[config.mk]
export PLATFORM = sky130hd
export DESIGN_NAME = vga_fb_scanout
export DESIGN_NICKNAME = d
export VERILOG_FILES = /design/src/rtl/vga_fb_scanout.sv
export SDC_FILE = /design/constraint.sdc
export NUM_CORES = 1
export LEC_CHECK = 0
export ABC_CLOCK_PERIOD_IN_PS = 4600
export CORE_MARGIN = 5
export CORE_UTILIZATION = 45
export CTS_CLUSTER_DIAMETER = 120
export CTS_CLUSTER_SIZE = 10
export DETAILED_ROUTE_END_ITERATION = 12
export PLACE_DENSITY = 0.67
export SLEW_MARGIN = 20
export SYNTH_ARGS = -nofsm -noshare
export SYNTH_HDL_FRONTEND = slang
export SYNTH_SLANG_ARGS = --single-unit
[constraint.sdc]
create_clock -name clk -period 4.6 [get_ports clk]
set_clock_uncertainty 0.15 [all_clocks]
set_input_delay 0.46 -clock clk [delete_from_list [all_inputs] [get_ports clk]]
set_output_delay 0.46 -clock clk [all_outputs]
set_load 0.005 [all_outputs]
[src/rtl/vga_fb_scanout.sv]
// VGA scan-out engine: raster counters, replicated-pixel framebuffer addressing,
// colour-bar / solid-colour test patterns and a pin stage aligned to the RAM read latency.
module vga_fb_scanout #(
    parameter int   H_SYNC      = 80,
    parameter int   H_BACK      = 160,
    parameter int   H_ACTIVE    = 800,
    parameter int   H_FRONT     = 16,
    parameter int   V_SYNC      = 3,
    parameter int   V_BACK      = 21,
    parameter int   V_ACTIVE    = 600,
    parameter int   V_FRONT     = 1,
    parameter logic SYNC_POL    = 1'b0,
    parameter int   SCALE_SHIFT = 5,
    parameter int   ADDR_W      = 10,
    parameter int   RAM_LAT     = 1
) (
    input  logic              clk,
    input  logic              rst,
    input  logic              en,
    input  logic [1:0]        mode,
    input  logic [11:0]       bg_color,
    output logic              fb_en,
    output logic [ADDR_W-1:0] fb_addr,
    input  logic [15:0]       fb_dout,
    output logic              hsync,
    output logic              vsync,
    output logic [3:0]        vgared,
    output logic [3:0]        vgagreen,
    output logic [3:0]        vgablue,
    output logic              frame_start
);

    localparam int HT    = H_SYNC + H_BACK + H_ACTIVE + H_FRONT;
    localparam int VT    = V_SYNC + V_BACK + V_ACTIVE + V_FRONT;
    localparam int HW    = $clog2(HT);
    localparam int VW    = $clog2(VT);
    localparam int FB_W  = H_ACTIVE >> SCALE_SHIFT;
    localparam int BAR_W = H_ACTIVE / 8;
    localparam int BW    = $clog2(BAR_W + 1);

    localparam logic [HW-1:0]     HC_SYNC   = HW'(H_SYNC);
    localparam logic [HW-1:0]     HC_START  = HW'(H_SYNC + H_BACK);
    localparam logic [HW-1:0]     HC_LAST   = HW'(H_SYNC + H_BACK + H_ACTIVE - 1);
    localparam logic [HW-1:0]     HC_MAX    = HW'(HT - 1);
    localparam logic [VW-1:0]     VC_SYNC   = VW'(V_SYNC);
    localparam logic [VW-1:0]     VC_START  = VW'(V_SYNC + V_BACK);
    localparam logic [VW-1:0]     VC_LAST   = VW'(V_SYNC + V_BACK + V_ACTIVE - 1);
    localparam logic [VW-1:0]     VC_MAX    = VW'(VT - 1);
    localparam logic [VW-1:0]     Y_MASK    = VW'((1 << SCALE_SHIFT) - 1);
    localparam logic [ADDR_W-1:0] LINE_STEP = ADDR_W'(FB_W);
    localparam logic [BW-1:0]     BAR_LAST  = BW'(BAR_W - 1);

    // Control word carried alongside the RAM read:
    // [16] frame start, [15] active, [14] hsync level, [13] vsync level,
    // [12] take colour from RAM, [11:0] pattern colour.
    localparam int             CW      = 17;
    localparam logic [CW-1:0]  CTL_RST = {2'b00, ~SYNC_POL, ~SYNC_POL, 13'd0};

    logic [HW-1:0]     r_hcnt;
    logic [VW-1:0]     r_vcnt;
    logic [BW-1:0]     r_bar_pos;
    logic [2:0]        r_bar_idx;
    logic [1:0]        r_mode;
    logic [11:0]       r_bg;
    logic [ADDR_W-1:0] r_line_base;
    logic [ADDR_W-1:0] r_fb_addr;
    logic [CW-1:0]     r_s1_ctl;
    logic [CW-1:0]     r_dly [RAM_LAT];
    logic              r_hsync;
    logic              r_vsync;
    logic              r_fs;
    logic [11:0]       r_rgb;

    logic              w_origin;
    logic              w_act;
    logic [HW-1:0]     w_xa;
    logic [VW-1:0]     w_ya;
    logic              w_row_done;
    logic              w_frame_end;
    logic [1:0]        w_mode;
    logic [11:0]       w_bg;
    logic [11:0]       w_bar_rgb;
    logic [11:0]       w_pat_rgb;
    logic              w_hs;
    logic              w_vs;
    logic [CW-1:0]     w_ctl;
    logic [CW-1:0]     w_tail;
    logic              w_unused_msb;

    assign w_origin    = (r_hcnt == '0) && (r_vcnt == '0);
    assign w_act       = (r_hcnt >= HC_START) && (r_hcnt <= HC_LAST) &&
                         (r_vcnt >= VC_START) && (r_vcnt <= VC_LAST);
    assign w_xa        = r_hcnt - HC_START;
    assign w_ya        = r_vcnt - VC_START;
    assign w_row_done  = w_act && (r_hcnt == HC_LAST) && (((w_ya + VW'(1)) & Y_MASK) == '0);
    assign w_frame_end = (r_hcnt == HC_MAX) && (r_vcnt == VC_MAX);

    // The pixel at the frame origin already sees the freshly sampled mode/colour.
    assign w_mode      = w_origin ? mode : r_mode;
    assign w_bg        = w_origin ? bg_color : r_bg;
    assign w_bar_rgb   = {{4{r_bar_idx[2]}}, {4{r_bar_idx[1]}}, {4{r_bar_idx[0]}}};
    assign w_pat_rgb   = (w_mode == 2'd1) ? w_bar_rgb : w_bg;
    assign w_hs        = (r_hcnt < HC_SYNC) ? SYNC_POL : ~SYNC_POL;
    assign w_vs        = (r_vcnt < VC_SYNC) ? SYNC_POL : ~SYNC_POL;
    assign w_ctl       = {w_origin, w_act, w_hs, w_vs, (w_mode == 2'd0), w_pat_rgb};
    assign w_tail      = r_dly[RAM_LAT-1];

    // Upper nibble of the RAM word carries no colour information.
    assign w_unused_msb = ^fb_dout[15:12];

    // Raster position: horizontal count wraps into the vertical count.
    always_ff @(posedge clk) begin
        if (rst) begin
            r_hcnt <= '0;
            r_vcnt <= '0;
        end else if (en) begin
            if (r_hcnt == HC_MAX) begin
                r_hcnt <= '0;
                r_vcnt <= (r_vcnt == VC_MAX) ? '0 : r_vcnt + VW'(1);
            end else begin
                r_hcnt <= r_hcnt + HW'(1);
            end
        end
    end

    // Colour-bar index follows the active x position without a divider.
    always_ff @(posedge clk) begin
        if (rst) begin
            r_bar_pos <= '0;
            r_bar_idx <= '0;
        end else if (en) begin
            if (!w_act) begin
                r_bar_pos <= '0;
                r_bar_idx <= '0;
            end else if (r_bar_pos == BAR_LAST) begin
                r_bar_pos <= '0;
                r_bar_idx <= r_bar_idx + 3'd1;
            end else begin
                r_bar_pos <= r_bar_pos + BW'(1);
            end
        end
    end

    // Mode and solid colour are latched once per frame so changes land on a frame boundary.
    always_ff @(posedge clk) begin
        if (rst) begin
            r_mode <= mode;
            r_bg   <= bg_color;
        end else if (en && w_origin) begin
            r_mode <= mode;
            r_bg   <= bg_color;
        end
    end

    // Framebuffer row start: advances one FB row after every 2^S active screen lines.
    always_ff @(posedge clk) begin
        if (rst) begin
            r_line_base <= '0;
        end else if (en) begin
            if (w_frame_end) begin
                r_line_base <= '0;
            end else if (w_row_done) begin
                r_line_base <= r_line_base + LINE_STEP;
            end
        end
    end

    // Stage 1: registered RAM address and the control word for this pixel.
    always_ff @(posedge clk) begin
        if (rst) begin
            r_fb_addr <= '0;
            r_s1_ctl  <= CTL_RST;
        end else if (en) begin
            r_fb_addr <= w_act ? r_line_base + ADDR_W'(w_xa >> SCALE_SHIFT) : r_line_base;
            r_s1_ctl  <= w_ctl;
        end
    end

    // Control delay matching the RAM read latency so colour and syncs stay aligned.
    always_ff @(posedge clk) begin
        if (rst) begin
            for (int i = 0; i < RAM_LAT; i++) begin
                r_dly[i] <= CTL_RST;
            end
        end else if (en) begin
            r_dly[0] <= r_s1_ctl;
            for (int i = 1; i < RAM_LAT; i++) begin
                r_dly[i] <= r_dly[i-1];
            end
        end
    end

    // Pin register: blank outside the active window, otherwise RAM or pattern colour.
    always_ff @(posedge clk) begin
        if (rst) begin
            r_hsync <= ~SYNC_POL;
            r_vsync <= ~SYNC_POL;
            r_fs    <= 1'b0;
            r_rgb   <= '0;
        end else if (en) begin
            r_hsync <= w_tail[14];
            r_vsync <= w_tail[13];
            r_fs    <= w_tail[16];
            if (!w_tail[15]) begin
                r_rgb <= '0;
            end else if (w_tail[12]) begin
                r_rgb <= fb_dout[11:0];
            end else begin
                r_rgb <= w_tail[11:0];
            end
        end
    end

    assign fb_en       = en;
    assign fb_addr     = r_fb_addr;
    assign hsync       = r_hsync;
    assign vsync       = r_vsync;
    assign frame_start = r_fs;
    assign vgared      = r_rgb[11:8];
    assign vgagreen    = r_rgb[7:4];
    assign vgablue     = r_rgb[3:0];

endmodule

==> impl_metrics.ini <==
[route]
first_pass_iters = 5
ant_nets = 0
routed_wl_um = 12350
drc_errors = 0
vias = 4421
vias_per_cell = 5.719
drt_iter0_markers = 394
detail_route.wl_per_cell_um = 15.97

[clock_network]
cts_root_buffer = clkbuf_16
clk_pin_slew_ns = 0.05
cts_tree = yes
cts.htree.levels = 4
clk_path_buf_depth = 2
insertion_delay_ns = 0.42
post_cts_buffers = 0
postCtsHoldBufs = 0
clock-sinks = 114
cts_buffers = 17
ctsResizeCount = 0

[setup_path]
r2r_start = r_hcnt[0]
cp_max_fo = 13
required_ns = 4.77
r2r-end = fb_addr[4]
critPathLaunchType = flip-flop
r2r_cells = 7
reg2reg_slack_ns = 1.59
crit_type = reg2reg
worstPathArrival_ns = 3.18
end_kind = flip-flop

[floorplanning]
rows = 40
die_h_um = 119.9
die-area_sq_um = 14380
pin_count = 59
start_util_pct = 45.64
fp.dieW_um = 119.9
core_sq_um = 11910

[timing]
setup-tns-final_ns = 0
setup_ws_ns = 1.592
period_needed_ns = 3.008
setup_violations = 0
slew_headroom_pct = 28.91
tightest_slew_ns = 1.062
fmax_mhz = 332.4
finalCritPeriodShare_pct = 65.39
rsz0062_at_grt = no
slew_viol_final = 0
hold_viol_final = 0

[yosys]
postSynth.asyncResetShare_pct = 0
avgSynthCellArea_sq_um = 9.554
synth.net_count = 619
mappedNetlistArea_sq_um = 5436
synth_edf_count = 31
synth_cells = 569
synth_seq_area_share_pct = 47.69
ys_dominant_reg_cell = dfxtp_1
synth.distinct_cells = 63
yosysWarnings = 0
yosys_register_bits = 114

[power]
p_int_uw = 1941
comb_power_share_pct = 6.1
power_leakage_uw = 0.002475
power_frac_seq_pct = 43.2
ir_drop_mv = 0.2668
switching_share_pct = 23.27
p_switching_uw = 588.5
powerDensity_nw_per_um2 = 382.4
power.share.clock_pct = 50.7

[cells_and_area]
regArea_sq_um = 2592
antenna_cells = 0
nets = 663
layout-drive-gt1-share_pct = 7.188
fill_cells = 1040
syn_to_final_growth_pct = 21.68
final_core_util_pct = 55.54
multiInputGateArea_sq_um = 2641

[placed_design]
gp_congestion = 0.9023
dp_hpwl_um = 8530
io_buffers = 54
pre_cts_ws_ns = 1.526

[worst_hold_path]
whs_endpoint = r_rgb[0]
hold_path_class = reg2reg
hold_start = r_rgb[0]
min_path_cells = 2

[global_routing]
grt_pass1_vias = 4229
grt_max_degree = 34
antenna_found_initial = 0
grt_pass1_wl_um = 20610
grt_usage_pct = 17.96
overflow = 0

[job]
drv_cap = 0

[status]
outcome = completed
metrics by stage:
stage / instance area, sq um / instances / power [uW] / hold slack, ns
after floorplan: 5436 / 569 / 1199 / 0.2878
after global placement: 6027 / 741 / 1264 / 0.2836
after detailed placement: 6032 / 741 / 1268 / 0.2910
after CTS: 6615 / 773 / 2550 / 0.3036
after global routing: 6615 / 773 / 2626 / 0.3400
final: 6615 / 773 / 2530 / 0.2989
power groups by stage:
stage                     sequential, uW  clock (uW)  combinational (uW)
after floorplan                     1100           0                94.8
after global placement              1110           0                 152
after detailed placement            1110           0                 155
after CTS                           1090        1300                 157
after global routing                1100        1360                 171
final                               1090        1280                 155
layer usage:
metal	global-route usage [%]	up-vias	wire (um)
li1	-	2168	-
met1	24.58	2077	5852
met2	26.45	152	5525
met3	5.042	24	714
met4	7.874	0	254
met5	0	-	0
critical path: stages (launching register included):
cell and delay (ns):
dfxtp_1 0.43, ha_1 0.26, and4_1 0.22, a31oi_1 0.05, o22a_1 0.39, nor2_1 0.89, o211ai_1 0.20, a311oi_1 0.31
how the worst max path moves through the flow:
stage,start,to
3_3_place_gp,rst,r_line_base[1]
3_5_place_dp,en,r_line_base[2]
6_report,r_hcnt[0],fb_addr[4]
2_1_floorplan,r_hcnt[4],fb_addr[8]
5_1_grt,r_hcnt[7],fb_addr[4]
4_1_cts,r_hcnt[0],fb_addr[4]
cell type report:
cell class / count / share of cell area [%]
clock buffers: 17 / 6.431
well taps: 147 / 2.780
clock inverters: 15 / 2.383
inverters: 13 / 0.7377
multi-input cells: 409 / 39.93
flip-flops and latches: 114 / 39.19
repair buffers: 58 / 8.549
placed cells by master, fill, tap and decap left out, types with 3 or more instances in the layout:
cell type / count
clkbuf_16: 17
or3_1: 7
a31oi_1: 3
and3_1: 21
nor3_1: 11
buf_4: 4
ha_1: 16
dfxtp_1: 83
a211oi_1: 8
nand4_1: 13
nor4_1: 5
o21bai_1: 3
o21ai_0: 40
inv_6: 3
and4_1: 5
xnor2_1: 12
xor2_1: 15
nor2_1: 45
nand2_1: 66
clkdlybuf4s50_1: 53
o311ai_1: 6
o31ai_1: 4
mux2i_1: 31
a21oi_1: 19
inv_1: 12
a311oi_1: 4
clkinvlp_4: 3
nand3_1: 28
nand2b_1: 4
edfxtp_1: 31
clkinv_4: 4
o311ai_0: 5
sequential cells by signal, summed over array words and instances, names as in the netlist:
name	cells
r_dly	17
r_s1_ctl	17
r_bg	12
r_rgb	12
r_hcnt	11
fb_addr	10
r_line_base	10
r_vcnt	10
r_bar_pos	7
r_bar_idx	3
r_mode	2
frame_start	1
hsync	1
vsync	1
cells by family after synthesis:
family	share of synthesized area, %
buffers and inverters	3.866
adders and majority gates	4.051
DFF	47.69
xor gates and xnor gates	4.350
AOI/OAI and AO/OA	13.67
and+or+nand+nor	20.46
muxes	5.915
cell usage after synthesis (7+ instances only):
| library cell | n | area [sq um] |
|---|---|---|
| clkbuf_1 | 17 | 63.81 |
| xnor2_1 | 12 | 105.1 |
| o21ai_0 | 40 | 200.2 |
| mux2i_1 | 31 | 310.3 |
| or3_1 | 7 | 43.79 |
| and3_1 | 21 | 131.4 |
| dfxtp_1 | 83 | 1662 |
| xor2_1 | 15 | 131.4 |
| ha_1 | 16 | 200.2 |
| edfxtp_1 | 31 | 930.9 |
| nand3_1 | 28 | 140.1 |
| a21oi_1 | 19 | 95.09 |
| nand2_1 | 66 | 247.7 |
| nand4_1 | 13 | 81.33 |
| nor2_1 | 46 | 172.7 |
| nor3_1 | 11 | 55.05 |
| a211oi_1 | 8 | 60.06 |
| inv_1 | 12 | 45.04 |
| buf_2 | 8 | 40.04 |
Power figures use the tool's default switching activity.
